$ cat src/rtl/pixel_stream_sink.sv
// pixel_stream_sink
//   Receiving end of the Pixel/Frame/Line video stream. Pixels are valid while
//   Frame and Line are both high. A one-word hold stage lets each pixel be tagged
//   with end-of-line / end-of-frame once its successor cycle is known. Tagged
//   words {EOF, EOL, SOF, SOL, Pixel} are buffered in a FIFO and leave over a
//   valid/ready port. Frame and line statistics are kept alongside.
module pixel_stream_sink #(
  parameter int DEPTH_LOG2 = 4
) (
  input  logic        Clk,
  input  logic        nReset,
  input  logic [7:0]  Pixel,
  input  logic        Frame,
  input  logic        Line,
  output logic [11:0] OutData,
  output logic        OutValid,
  input  logic        OutReady,
  output logic        Overflow,
  output logic [15:0] FrameCount,
  output logic [15:0] LineCount
);

  localparam int DEPTH = 1 << DEPTH_LOG2;

  // Pointers carry one extra wrap bit so full and empty can be told apart.
  typedef logic [DEPTH_LOG2:0]   ptr_t;
  typedef logic [DEPTH_LOG2-1:0] addr_t;

  typedef struct packed {
    logic       eof;
    logic       eol;
    logic       sof;
    logic       sol;
    logic [7:0] pixel;
  } word_t;

  // What the hold stage does this cycle; exactly one applies.
  typedef enum logic [2:0] {
    ACT_IDLE,        // nothing held, nothing arriving
    ACT_PUSH_LOAD,   // held word continues the line: push it, load new pixel
    ACT_CLOSE_LINE,  // held word is the last of its line: push it tagged EOL
    ACT_FRAME_END,   // frame ended with nothing held: push a bare EOF word
    ACT_LOAD         // first pixel of a line: load it, nothing to push yet
  } hold_act_e;

  // Input edge detection and start-of flags
  logic       frame_prev_q, line_prev_q;
  logic       sof_pend_q, sof_pend_d;
  logic       sol_pend_q, sol_pend_d;
  logic       pix_valid, frame_rise, frame_fall, line_rise;
  logic       cur_sof, cur_sol;

  // Hold stage
  logic       hold_valid_q, hold_valid_d;
  logic       hold_sof_q, hold_sof_d;
  logic       hold_sol_q, hold_sol_d;
  logic [7:0] hold_pix_q, hold_pix_d;
  hold_act_e  act;
  logic       push_en, load_en;
  word_t      push_word;

  // Statistics
  logic [15:0] frame_count_q, frame_count_d;
  logic [15:0] line_count_q, line_count_d;
  logic        overflow_q, overflow_d;

  // FIFO
  word_t      mem [DEPTH];
  ptr_t       wr_ptr_q, wr_ptr_d;
  ptr_t       rd_ptr_q, rd_ptr_d;
  addr_t      wr_addr, rd_addr;
  logic       fifo_empty, fifo_full, pop_en, wr_en;

  assign pix_valid  = Frame & Line;
  assign frame_rise = Frame & ~frame_prev_q;
  assign frame_fall = frame_prev_q & ~Frame;
  // A Line rise only counts while a frame is active; stray lines are ignored.
  assign line_rise  = Line & ~line_prev_q & Frame;
  // A rise in the same cycle as the pixel must tag it directly, since the
  // pending flag only becomes visible a cycle later.
  assign cur_sof    = sof_pend_q | frame_rise;
  assign cur_sol    = sol_pend_q | line_rise;

  // Classify the cycle into one hold-stage action.
  always_comb begin
    // NOTE: every signal driven from an always_comb gets a default on entry;
    // a path that leaves one unassigned would infer a latch.
    act = ACT_IDLE;
    if (hold_valid_q && pix_valid) begin
      act = ACT_PUSH_LOAD;
    end else if (hold_valid_q) begin
      act = ACT_CLOSE_LINE;
    end else if (frame_fall) begin
      act = ACT_FRAME_END;
    end else if (pix_valid) begin
      act = ACT_LOAD;
    end
  end

  // Build the word to push and decide whether the current pixel is captured.
  always_comb begin
    push_en   = 1'b0;
    load_en   = 1'b0;
    push_word = '0;
    unique case (act)
      ACT_PUSH_LOAD: begin
        push_en         = 1'b1;
        load_en         = 1'b1;
        push_word.sof   = hold_sof_q;
        push_word.sol   = hold_sol_q;
        push_word.pixel = hold_pix_q;
      end
      ACT_CLOSE_LINE: begin
        push_en         = 1'b1;
        push_word.eof   = ~Frame;  // Frame falling with Line ends the frame here
        push_word.eol   = 1'b1;
        push_word.sof   = hold_sof_q;
        push_word.sol   = hold_sol_q;
        push_word.pixel = hold_pix_q;
      end
      ACT_FRAME_END: begin
        push_en       = 1'b1;
        push_word.eof = 1'b1;
      end
      ACT_LOAD: begin
        load_en = 1'b1;
      end
      default: begin
        push_en = 1'b0;
      end
    endcase
  end

  // Next state of the hold register, start flags and statistics counters.
  always_comb begin
    hold_valid_d  = hold_valid_q;
    hold_sof_d    = hold_sof_q;
    hold_sol_d    = hold_sol_q;
    hold_pix_d    = hold_pix_q;
    sof_pend_d    = sof_pend_q | frame_rise;
    sol_pend_d    = sol_pend_q | line_rise;
    line_count_d  = line_count_q;
    frame_count_d = frame_count_q;

    if (load_en) begin
      hold_valid_d = 1'b1;
      hold_sof_d   = cur_sof;
      hold_sol_d   = cur_sol;
      hold_pix_d   = Pixel;
      // Both flags have just been attached to this pixel.
      sof_pend_d   = 1'b0;
      sol_pend_d   = 1'b0;
    end else if (act == ACT_CLOSE_LINE) begin
      hold_valid_d = 1'b0;
    end

    if (load_en && cur_sof) begin
      line_count_d = '0;
    end else if (act == ACT_CLOSE_LINE) begin
      line_count_d = line_count_q + 16'd1;
    end

    // Counted on the push itself, so a dropped EOF word still counts.
    if (push_en && push_word.eof) begin
      frame_count_d = frame_count_q + 16'd1;
    end
  end

  // FIFO status and handshake; a pop frees a slot for a write in the same cycle.
  assign wr_addr    = wr_ptr_q[DEPTH_LOG2-1:0];
  assign rd_addr    = rd_ptr_q[DEPTH_LOG2-1:0];
  assign fifo_empty = (wr_ptr_q == rd_ptr_q);
  assign fifo_full  = (wr_ptr_q[DEPTH_LOG2] != rd_ptr_q[DEPTH_LOG2]) &&
                      (wr_addr == rd_addr);
  assign pop_en     = ~fifo_empty & OutReady;
  assign wr_en      = push_en & (~fifo_full | pop_en);

  // FIFO pointer advance and sticky overflow.
  always_comb begin
    wr_ptr_d   = wr_ptr_q;
    rd_ptr_d   = rd_ptr_q;
    overflow_d = overflow_q;
    if (wr_en) begin
      wr_ptr_d = wr_ptr_q + ptr_t'(1);
    end
    if (pop_en) begin
      rd_ptr_d = rd_ptr_q + ptr_t'(1);
    end
    if (push_en && !wr_en) begin
      overflow_d = 1'b1;
    end
  end

  // State registers; reset discards any buffered data and clears the counters.
  always_ff @(posedge Clk or negedge nReset) begin
    // NOTE: sequential state uses non-blocking assignments so every register
    // samples the values from before the clock edge, independent of order.
    if (!nReset) begin
      frame_prev_q  <= 1'b0;
      line_prev_q   <= 1'b0;
      sof_pend_q    <= 1'b0;
      sol_pend_q    <= 1'b0;
      hold_valid_q  <= 1'b0;
      hold_sof_q    <= 1'b0;
      hold_sol_q    <= 1'b0;
      hold_pix_q    <= '0;
      frame_count_q <= '0;
      line_count_q  <= '0;
      overflow_q    <= 1'b0;
      wr_ptr_q      <= '0;
      rd_ptr_q      <= '0;
    end else begin
      frame_prev_q  <= Frame;
      line_prev_q   <= Line;
      sof_pend_q    <= sof_pend_d;
      sol_pend_q    <= sol_pend_d;
      hold_valid_q  <= hold_valid_d;
      hold_sof_q    <= hold_sof_d;
      hold_sol_q    <= hold_sol_d;
      hold_pix_q    <= hold_pix_d;
      frame_count_q <= frame_count_d;
      line_count_q  <= line_count_d;
      overflow_q    <= overflow_d;
      wr_ptr_q      <= wr_ptr_d;
      rd_ptr_q      <= rd_ptr_d;
    end
  end

  // FIFO storage write.
  always_ff @(posedge Clk) begin
    // NOTE: the storage array has no reset; clearing the pointers empties the
    // FIFO, and gating the output keeps stale contents invisible.
    if (wr_en) begin
      mem[wr_addr] <= push_word;
    end
  end

  assign OutValid   = ~fifo_empty;
  assign OutData    = fifo_empty ? 12'h000 : mem[rd_addr];
  assign Overflow   = overflow_q;
  assign FrameCount = frame_count_q;
  assign LineCount  = line_count_q;

  // A stalled output word stays presented and unchanged until accepted.
  assert property (@(posedge Clk) disable iff (!nReset)
                   (OutValid && !OutReady) |=> (OutValid && $stable(OutData)));

endmodule

$ cat config.mk
export PLATFORM = sky130hd
export DESIGN_NAME = pixel_stream_sink
export DESIGN_NICKNAME = d
export VERILOG_FILES = /design/src/rtl/pixel_stream_sink.sv
export SDC_FILE = /design/constraint.sdc
export NUM_CORES = 1
export LEC_CHECK = 0
export CAP_MARGIN = 15
export CORE_AREA = 8 8 135 137
export CTS_CLUSTER_SIZE = 12
export DETAILED_ROUTE_END_ITERATION = 10
export DIE_AREA = 0 0 143 145
export PLACE_DENSITY_LB_ADDON = 0.3
export REMOVE_ABC_BUFFERS = 1
export SETUP_SLACK_MARGIN = 0.5
export SLEW_MARGIN = 20
export SYNTH_ARGS = -nofsm -noshare
export SYNTH_HDL_FRONTEND = slang
export SYNTH_SLANG_ARGS = --single-unit
$ cat constraint.sdc
create_clock -name Clk -period 7.3 [get_ports Clk]
set_input_delay 0.73 -clock Clk [delete_from_list [all_inputs] [get_ports Clk]]
set_output_delay 0.73 -clock Clk [all_outputs]
set_load 0.01 [all_outputs]
Word-level counts from Yosys, hierarchy flattened
Memories as Yosys holds them, arrays and structs flattened.
Cells that the tools add are included.
{ "word_totals": {"elab_cells": 69, "ramBits": 192, "inputBits": 13, "n_memories": 1, "out_inout_bits": 46, "ff_bits": 58} }
{ "classes": {"mux": 18, "eq_ne": 7, "n_bitwise": 15, "reduce_logical": 11, "add_sub_neg": 4} }
{ "mem_list": {"columns": ["memory", "words", "width", "rd", "rd_clocked_by_memory_dff", "wr", "line_no", "source"], "rows": [
  ["mem", 16, 12, 1, 0, 1, "68", "word_t mem [DEPTH];"]
]} }
{ "ops": {"columns": ["op", "count"], "rows": [
  ["$add A16 B1 Y16 const B", 2],
  ["$mux W16", 2],
  ["$mux W12", 1],
  ["$mux W3", 4],
  ["$add A5 B1 Y5 const B", 2],
  ["$mux W10", 1],
  ["$mux W1", 9],
  ["$and A1 B1 Y1", 7],
  ["$eq A3 B2 Y1 const B", 2],
  ["$eq A5 B5 Y1", 1],
  ["$logic_and A1 B1 Y1", 5],
  ["$not A1 Y1", 5],
  ["$eq A4 B4 Y1", 1],
  ["$reduce_bool A2 Y1", 2],
  ["$reduce_or A2 Y1", 2],
  ["$eq A3 B1 Y1 const B", 1],
  ["$eq A3 B3 Y1 const B", 1],
  ["$or A1 B1 Y1", 3],
  ["$reduce_or A3 Y1", 1],
  ["$pmux W1 S2", 1],
  ["$logic_not A1 Y1", 1],
  ["$ne A1 B1 Y1", 1]
]} }

Longest topological paths before layout
Gate-level depths: netlist of the first run.
{ "depth": {"depth_word": 11, "ltp_mapped": 6, "depth_no_buf": 5} }

Worst setup path after synthesis of the first run
No wires, ideal clock.
{ "synth_timing": {"kind": "input -> register", "start": "in Frame", "end": "mem mem[7][0] (netlist name), enable pin", "t_arrival_ns": 2.483, "required_ns": 6.883, "setup_ns": 0.417, "slack_ns": 4.400, "cell_stages": 4, "n_path_buf": 0, "cell_sequence": "inv_1 a21oi_1 a21oi_4 nor4b_1"} }
{ "synth_via": {"elab_chain_len": 11, "elab_cells_between_ends": 16, "classes_between": "eq/ne: 3; mux: 7; bitwise: 4; reduce/logical: 2"} }
{ "synth_rtl": {"columns": ["item", "line_no", "source"], "rows": [
  ["start: declaration", "13", "input logic Frame,"],
  ["$and A1 B1 Y1 / $not A1 Y1 (equally long branches)", "74, 76", null],
  ["$mux W3 / $and A1 B1 Y1 (equally long branches)", "95, 76", null],
  ["$mux W3", "93", "end else if (frame_fall) begin"],
  ["$mux W3", "91", "end else if (hold_valid_q) begin"],
  ["$mux W3 *", "89", "if (hold_valid_q && pix_valid) begin"],
  ["$eq A3 B2 Y1 / $eq A3 B1 Y1 (equally long branches)", "105", "unique case (act)"],
  ["$reduce_or A3 Y1 (no source line) *", null, null],
  ["$mux W1 *", "105", null],
  ["$and A1 B1 Y1 *", "176", "assign wr_en = push_en & (~fifo_full | pop_en);"],
  ["$mux W1 *", "233", "if (wr_en) begin"],
  ["$mux W1 (implied by the code) *", "234", "mem[wr_addr] <= push_word;"],
  ["end: declaration", "68", null]
]} }
Every way passes the cells marked *; elsewhere a longest branch is shown, timed or not.

Worst setup path in the final report of the first run
{ "layout_timing": {"start": "reg wr_ptr_q[3]", "end": "out OutData[8]"} }
{ "layout_via": {"elab_chain_len": 2} }
{ "layout_rtl": {"columns": ["item", "line_no", "source"], "rows": [
  ["start: declaration", "69", "ptr_t wr_ptr_q, wr_ptr_d;"],
  ["start signal: assignment", "224", "wr_ptr_q <= wr_ptr_d;"],
  ["$eq A5 B5 Y1", "172", "assign fifo_empty = (wr_ptr_q == rd_ptr_q);"],
  ["$mux W12", "239", "assign OutData = fifo_empty ? 12'h000 : mem[rd_addr];"],
  ["end: declaration", "15", "output logic [11:0] OutData,"]
]} }
Every way passes these cells.

==> results of run 1 <==
==> Yosys cell counts, types with 9 or more instances <==
master and instances:
sky130_fd_sc_hd__a21oi_1 20, sky130_fd_sc_hd__a22oi_1 24, sky130_fd_sc_hd__and2_1 14, sky130_fd_sc_hd__and3_1 11, sky130_fd_sc_hd__clkbuf_1 16, sky130_fd_sc_hd__dfrtp_1 58, sky130_fd_sc_hd__edfxtp_1 192, sky130_fd_sc_hd__inv_1 11
sky130_fd_sc_hd__mux2_1 11, sky130_fd_sc_hd__mux4_2 48, sky130_fd_sc_hd__nand2_1 23, sky130_fd_sc_hd__nand3_1 16, sky130_fd_sc_hd__nor2_1 14, sky130_fd_sc_hd__xnor2_1 9, sky130_fd_sc_hd__xor2_1 18
==> worst max-delay path by stage <==
stage | end | cells after the start | startpoint | slack, ns
floorplan | mem[7][0]$_DFFE_PP_ | 4 | rd_ptr_q[0]$_DFFE_PN0P_ | 2.77
global placement | OutData[11] | 5 | rd_ptr_q[0]$_DFFE_PN0P_ | 3.79
detailed placement | OutData[11] | 5 | rd_ptr_q[0]$_DFFE_PN0P_ | 3.78
CTS | OutData[11] | 5 | rd_ptr_q[0]$_DFFE_PN0P_ | 3.23
global route | OutData[8] | 5 | wr_ptr_q[3]$_DFFE_PN0P_ | 3.09
finish | OutData[8] | 5 | wr_ptr_q[3]$_DFFE_PN0P_ | 3.28
==> layer usage <==
metal / routed length (µm) / vias to the layer above / GRT usage [%]
met1: 8230 / 2839 / 26.5
li1: - / 2380 / -
met5: 0 / - / 0
met3: 1340 / 35 / 3.77
met4: 388 / 0 / 5.85
met2: 10300 / 198 / 33.5
==> per-stage QoR <==
stage | hold slack [ns] | cell area (µm²) | cells | power, µW | setup slack [ns]
after global placement | 0.409 | 10900 | 829 | 3060 | 3.79
after global routing | 0.456 | 11700 | 875 | 4410 | 3.09
final | 0.356 | 11700 | 875 | 4230 | 3.28
after CTS | 0.396 | 11600 | 875 | 4260 | 3.23
after floorplan | 0.403 | 9980 | 544 | 2610 | 2.77
after detailed placement | 0.415 | 10900 | 829 | 3110 | 3.78
==> layout by cell type, fill, tap and decap left out, drive strengths merged, types with 7 or more instances in the layout <==
cell type / count
nor2: 14
xnor2: 10
a21oi: 21
a22oi: 24
dfrtp: 58
clkdlybuf4s50: 57
nor3: 7
edfxtp: 192
buf: 8
and3: 11
clkbuf: 43
nand3: 16
inv: 14
xor2: 18
ha: 7
mux2i: 7
mux2: 11
and2: 15
mux4: 48
nand2: 23
==> final cells by class <==
class                   instances  area [µm²]
clock buffers                  43         713
clock inverters                 3        17.5
fillers                       988        4520
inverters                      13        48.8
multi-input cells             281        2750
flip-flops and latches        250        7220
well taps                     220         275
repair buffers                 65         628
==> registers in the layout (all words and copies together) (netlist names) <==
| register | count |
|---|---|
| line_prev_q | 1 |
| LineCount | 16 |
| hold_valid_q | 1 |
| frame_prev_q | 1 |
| sof_pend_q | 1 |
| sol_pend_q | 1 |
| hold_pix_q | 8 |
| hold_sof_q | 1 |
| Overflow | 1 |
| rd_ptr_q | 5 |
| FrameCount | 16 |
| wr_ptr_q | 5 |
| hold_sol_q | 1 |
| mem | 192 |
==> power by group through the flow <==
| stage | combinational, µW | sequential (µW) | clock, µW |
|---|---|---|---|
| floorplan | 703 | 1910 | 0 |
| global placement | 1240 | 1820 | 0 |
| detailed placement | 1270 | 1840 | 0 |
| CTS | 1280 | 1810 | 1160 |
| global route | 1370 | 1830 | 1220 |
| finish | 1270 | 1810 | 1150 |
==> logic make-up (layout without fill, tap and decap cells) <==
kind of cell / Yosys count / count (layout) / share of synthesized area [%]
flip-flops: 250 / 250 / 71.4
AND/OR/NAND/NOR: 108 / 108 / 5.94
AO/OA/AOI/OAI: 72 / 72 / 4.94
multiplexers: 66 / 66 / 12.6
buffers and inverters: 39 / 124 / 1.76
XOR/XNOR: 28 / 28 / 2.50
adder cells (fa/ha/maj): 7 / 7 / 0.866
==> insert_results.sql, run 1 <==
INSERT INTO impl_metrics (metric_group, metric, value, unit) VALUES
('critical_path', 'crit_path_top_delay_cell', 'sky130_fd_sc_hd__nor4_4', ''),
('placed_design', 'place_hpwl', '12.2', 'mm'),
('routing', 'route.detailed.vias_per_inst', '6.23', ''),
('timing', 'worst_slew_pin_slew', '1.14', 'ns'),
('cts', 'post_cts.resized_instances', '0', ''),
('critical_path', 'reg2reg_to', 'mem[9][6]$_DFFE_PP_', ''),
('routing', 'drc', '0', ''),
('routing', 'drtPass1Iterations', '7', ''),
('cts', 'cts_tree', 'done', ''),
('timing', 'worst_slew_margin_rel', '23.8', '%'),
('layout', 'nNetsFinal', '656', ''),
('logic_synthesis', 'synth_cell_type_count', '46', ''),
('timing', 'post_route_fraction_of_the_period_consumed_by_the_critical_path', '55.0', '%'),
('hold_path', 'hold_path.class', 'input port to asynchronous set/reset pin', ''),
('floorplan', 'floorplan.die.width', '143', 'µm'),
('run_status', 'status', 'complete, no violations', ''),
('critical_path', 'crit_chain', 'xor2_1, nor4_4, and2_1, a21oi_1, clkdlybuf4s50_1', ''),
('critical_path', 'rr_startpoint', 'wr_ptr_q[3]$_DFFE_PN0P_', ''),
('grt', 'grt_pass1_wl', '32.1', 'mm'),
('logic_synthesis', 'yosysTopAreaCell', 'sky130_fd_sc_hd__edfxtp_1', ''),
('timing', 'post-route-min-period', '4.02', 'ns'),
('routing', 'via_count', '5452', ''),
('floorplan', 'dieArea', '20700', 'µm²'),
('cts', 'cts-htree-levels', '1', ''),
('logic_synthesis', 'synthArstFlopShare', '23.2', '%'),
('layout', 'final_core_util', '72.1', '%'),
('critical_path', 'critPathTopFamily', 'simple AND/OR/NAND/NOR gates', ''),
('floorplan', 'core_area', '16200', 'µm²'),
('timing', 'fin_setup_tns', '0', 'ns'),
('power', 'swShare', '29.9', '%'),
('routing', 'avgRoutedWirePerCell', '23.2', 'µm'),
('cts', 'cts_hold_repair.buffers', '0', ''),
('critical_path', 'cp_data_arrival_time', '3.29', 'ns'),
('floorplan', 'core.rowCount', '47', ''),
('logic_synthesis', 'synth_edf_count', '192', ''),
('routing', 'initialDrtViolationCount', '530', ''),
('critical_path', 'timing.critical_path.from_type', 'register', ''),
('logic_synthesis', 'synth_area_leaders', 'sky130_fd_sc_hd__edfxtp_1, sky130_fd_sc_hd__dfrtp_1, sky130_fd_sc_hd__mux4_2', ''),
('critical_path', 'critical_path_endpoint_category', 'output port', ''),
('logic_synthesis', 'yosys_warnings', '0', ''),
('layout', 'fraction_of_layout_cells_with_a_size_suffix_above_1', '15.3', '%'),
('floorplan', 'start_util', '62.5', '%'),
('power', 'pwr-share-comb', '30.0', '%'),
('critical_path', 'critical-path-max-stage-delay', '0.64', 'ns'),
('logic_synthesis', 'syn_area_per_cell', '17.7', 'µm²'),
('logic_synthesis', 'yosysTopAreaCellShare', '57.0', '%'),
('grt', 'grtUsageTotal', '20.1', '%'),
('critical_path', 'r2r_setup_slack', '4.73', 'ns'),
('timing', 'timing.fmax', '249', 'MHz'),
('power', 'clockPowerShare', '27.1', '%'),
('timing', 'setup_viol', '0', ''),
('cts', 'cts_root_buffer', 'sky130_fd_sc_hd__clkbuf_16', ''),
('logic_synthesis', 'synthCells', '570', ''),
('cts', 'worst_skew_pair.late_latency', '0.51', 'ns'),
('critical_path', 'count_of_cells_along_the_worst_register_to_register_path', '4', ''),
('grt', 'grt_max_degree', '59', ''),
('placed_design', 'place_congestion', '0.780', ''),
('timing', 'timing_max_transition_violations_final', '0', ''),
('critical_path', 'timing.critical_path.required', '6.57', 'ns'),
('cts', 'max-clock-path-buffers', '3', ''),
('timing', 'worst_clock_skew', '0.00976', 'ns'),
('power', 'cell_pwr_density', '363', 'nW/µm²'),
('cts', 'tritoncts.num_buffers', '25', ''),
('cts', 'clkTransAtPathRegs', '0.06', 'ns'),
('timing', 'rsz_0062_raised_after_global_routing', 'no', ''),
('floorplan', 'die_h', '145', 'µm'),
('run', 'cap_viol_max_count', '0', ''),
('logic_synthesis', 'synth-main-ff-cell', 'sky130_fd_sc_hd__edfxtp_1', ''),
('floorplan', 'io_pins', '59', ''),
('power', 'vdd_ir_drop_max', '216', 'µV'),
('cts', 'post-cts-setup-buffers', '0', '');
(Power assumes the default switching activity.)
==> run 2: changes to the inputs <==
Settings changed: CORE_AREA 8 8 135 137 to 8 8 148 150, DIE_AREA 0 0 143 145 to 0 0 156 158.
Clock period 7.3 ns to 3.22 ns, I/O delays scaled along.
==> insert_results.sql, run 2 (synthesis gave the netlist of run 1 again) <==
INSERT INTO impl_metrics (metric_group, metric, value, unit) VALUES
('run_status', 'status', 'complete, no violations', ''),
('power', 'fin_total_pwr', '10600', 'µW'),
('timing', 'worst_slew_margin_rel', '56.9', '%'),
('floorplan', 'core.rowCount', '52', ''),
('timing', 'worst_slew_pin_slew', '0.646', 'ns'),
('grt', 'grt_pass1_wl', '35.5', 'mm'),
('placed_design', 'portBuffers', '58', ''),
('power', 'power_leakage', '0.00452', 'µW'),
('critical_path', 'critical_path_endpoint_category', 'output port', ''),
('timing', 'post-route-min-period', '2.69', 'ns'),
('floorplan', 'start_util', '51.3', '%'),
('floorplan', 'io_pins', '59', ''),
('placed_design', 'place_congestion', '0.800', ''),
('critical_path', 'crit_path_top_delay_cell', 'sky130_fd_sc_hd__mux4_2', ''),
('cts', 'tritoncts.num_buffers', '26', ''),
('critical_path', 'timing.critical_path.from_type', 'register', ''),
('critical_path', 'rr_startpoint', 'rd_ptr_q[0]$_DFFE_PN0P_', ''),
('timing', 'fin_setup_tns', '0', 'ns'),
('cts', 'worst_skew_pair.late_latency', '0.53', 'ns'),
('hold_path', 'hold_path.class', 'input port to asynchronous set/reset pin', ''),
('critical_path', 'worstPathMaxFanout', '6', ''),
('routing', 'drc', '0', ''),
('placed_design', 'place_hpwl', '13.5', 'mm'),
('routing', 'postRouteAntennaNets', '0', ''),
('critical_path', 'crit_chain', 'buf_12, clkbuf_16, mux4_2, a22oi_2, a21oi_2, clkdlybuf4s15_1', ''),
('placed_design', 'total_placed_instance_area', '11200', 'µm²'),
('critical_path', 'timing.critical_path.required', '2.90', 'ns'),
('routing', 'via_count', '5690', ''),
('layout', 'final_core_util', '63.1', '%'),
('floorplan', 'dieArea', '24600', 'µm²'),
('layout', 'layout_commonest_cell', 'sky130_fd_sc_hd__edfxtp_1', ''),
('critical_path', 'source_of_the_critical_timing_path', 'rd_ptr_q[0]$_DFFE_PN0P_', ''),
('timing', 'rsz_0062_raised_after_global_routing', 'yes', ''),
('floorplan', 'die_h', '158', 'µm'),
('cts', 'clkTransAtPathRegs', '0.06', 'ns'),
('routing', 'avgRoutedWirePerCell', '24.4', 'µm'),
('floorplan', 'floorplan.die.width', '156', 'µm'),
('timing', 'hold_ws', '0.344', 'ns'),
('routing', 'drtPass1Iterations', '5', ''),
('timing', 'timing_max_transition_violations_final', '0', ''),
('layout', 'finalInstanceArea', '12400', 'µm²'),
('timing', 'worst_clock_skew', '0.0264', 'ns'),
('critical_path', 'critPathTopFamily', 'buffers and inverters', ''),
('layout', 'largest_register_ff_count', '192', ''),
('routing', 'initialDrtViolationCount', '480', ''),
('layout', 'antenna_cells', '0', ''),
('layout', 'fraction_of_layout_cells_with_a_size_suffix_above_1', '27.3', '%'),
('grt', 'grt_max_degree', '52', ''),
('grt', 'antenna_violations_before_repair', '0', ''),
('timing', 'post_route_fraction_of_the_period_consumed_by_the_critical_path', '83.5', '%'),
('power', 'vdd_ir_drop_max', '493', 'µV'),
('cts', 'cts_tree', 'done', ''),
('layout', 'most_frequent_cells_in_the_layout', 'sky130_fd_sc_hd__edfxtp_1, sky130_fd_sc_hd__dfrtp_1, sky130_fd_sc_hd__mux4_2', ''),
('grt', 'grt_overflow', '0', ''),
('floorplan', 'core_area', '19700', 'µm²'),
('critical_path', 'cp_data_arrival_time', '2.37', 'ns'),
('cts', 'cts.sink_count', '250', ''),
('layout', 'top_register', 'mem', ''),
('cts', 'max-clock-path-buffers', '3', ''),
('layout', 'nNetsFinal', '704', ''),
('timing', 'timing.fmax', '372', 'MHz'),
('power', 'cell_pwr_density', '851', 'nW/µm²'),
('timing', 'setup_viol', '0', ''),
('run', 'cap_viol_max_count', '0', ''),
('layout', 'areaGrowthSynthToFinish', '23.0', '%'),
('routing', 'route.detailed.vias_per_inst', '5.87', ''),
('grt', 'grtUsageTotal', '19.2', '%'),
('critical_path', 'cp_num_buf_inv', '3', ''),
('timing', 'final_hold_viol_count', '0', ''),
('grt', 'grt_pass1_vias', '6099', ''),
('cts', 'cts_root_buffer', 'sky130_fd_sc_hd__clkbuf_16', ''),
('routing', 'wl', '23.6', 'mm'),
('critical_path', 'critical-path-max-stage-delay', '0.51', 'ns'),
('cts', 'cts-htree-levels', '1', ''),
('critical_path', 'critPathKind', 'register to output port', '');
-- run 2: cell types whose count changed in the layout (fill, tap and decap cells not counted), sizes merged, moves of 2 or more --
cell	previous run	this run
clkbuf	43	50
buf	8	53
clkdlybuf4s50	57	44
clkinv	2	4
-- run 2: cell type report --
class | count | area (µm²)
Inverter | 13 | 48.8
Timing Repair Buffer | 112 | 1130
Multi-Input combinational cell | 281 | 2900
Fill cell | 1419 | 7280
Sequential cell | 250 | 7220
Clock inverter | 5 | 62.6
Tap cell | 270 | 338
Clock buffer | 38 | 736
-- run 2: worst register-to-register path, cell delays in order, from the launching register on --
cell and delay, ns:
sky130_fd_sc_hd__dfrtp_4 0.53, sky130_fd_sc_hd__buf_4 0.17, sky130_fd_sc_hd__xor2_2 0.18, sky130_fd_sc_hd__nor4_4 0.06, sky130_fd_sc_hd__buf_4 0.19, sky130_fd_sc_hd__a21oi_4 0.34
sky130_fd_sc_hd__nor4bb_4 0.35, sky130_fd_sc_hd__buf_4 0.30
-- run 2: routing by layer --
metal | wire length, µm | share of wire [%] | global-route usage, %
met1 | 9530 | 40 | 24.9
met2 | 11600 | 49 | 31.6
met3 | 2010 | 8.5 | 4.12
met4 | 525 | 2.2 | 6.65
met5 | 0 | 0 | 0
-- run 2: path summary, 6_finish.rpt --
check                                            end  slack [ns]  cells past startpoint
max reg2reg                      mem[0][9]$_DFFE_PP_        0.78                      7
max in group asynchronous  hold_pix_q[1]$_DFFE_PN0P_        2.25                      3
max                                       OutData[4]        0.53                      6
min in group Clk               line_prev_q$_DFF_PN0_        0.35                      1
min reg2reg                   hold_sol_q$_DFFE_PN0P_        0.43                      1
min                        LineCount[13]$_DFFE_PN0P_        0.34                      2
-- run 2: what timing repair did --
action / CTS / global route
setup buffers: 11 / 4
pin swaps: 1 / 5
endpoints found under the hold margin: 23 / 0
hold buffers: 1 / 0
gates cloned: 4 / 3
resized for setup: 43 / 35
endpoints found under the setup margin: 13 / 24
-- run 2: stage by stage --
step                worst slack [ns]  std cells
global placement               0.501        903
finish                         0.532        969
floorplan                      -1.31        544
CTS                            0.418        962
global route                   0.451        969
detailed placement             0.477        903
-- run 2: where the power goes --
part / internal [µW] / switching [µW]
sequential: 3860 / 247
combinational: 1800 / 1860
clock: 1650 / 1170
total: 7310 / 3280
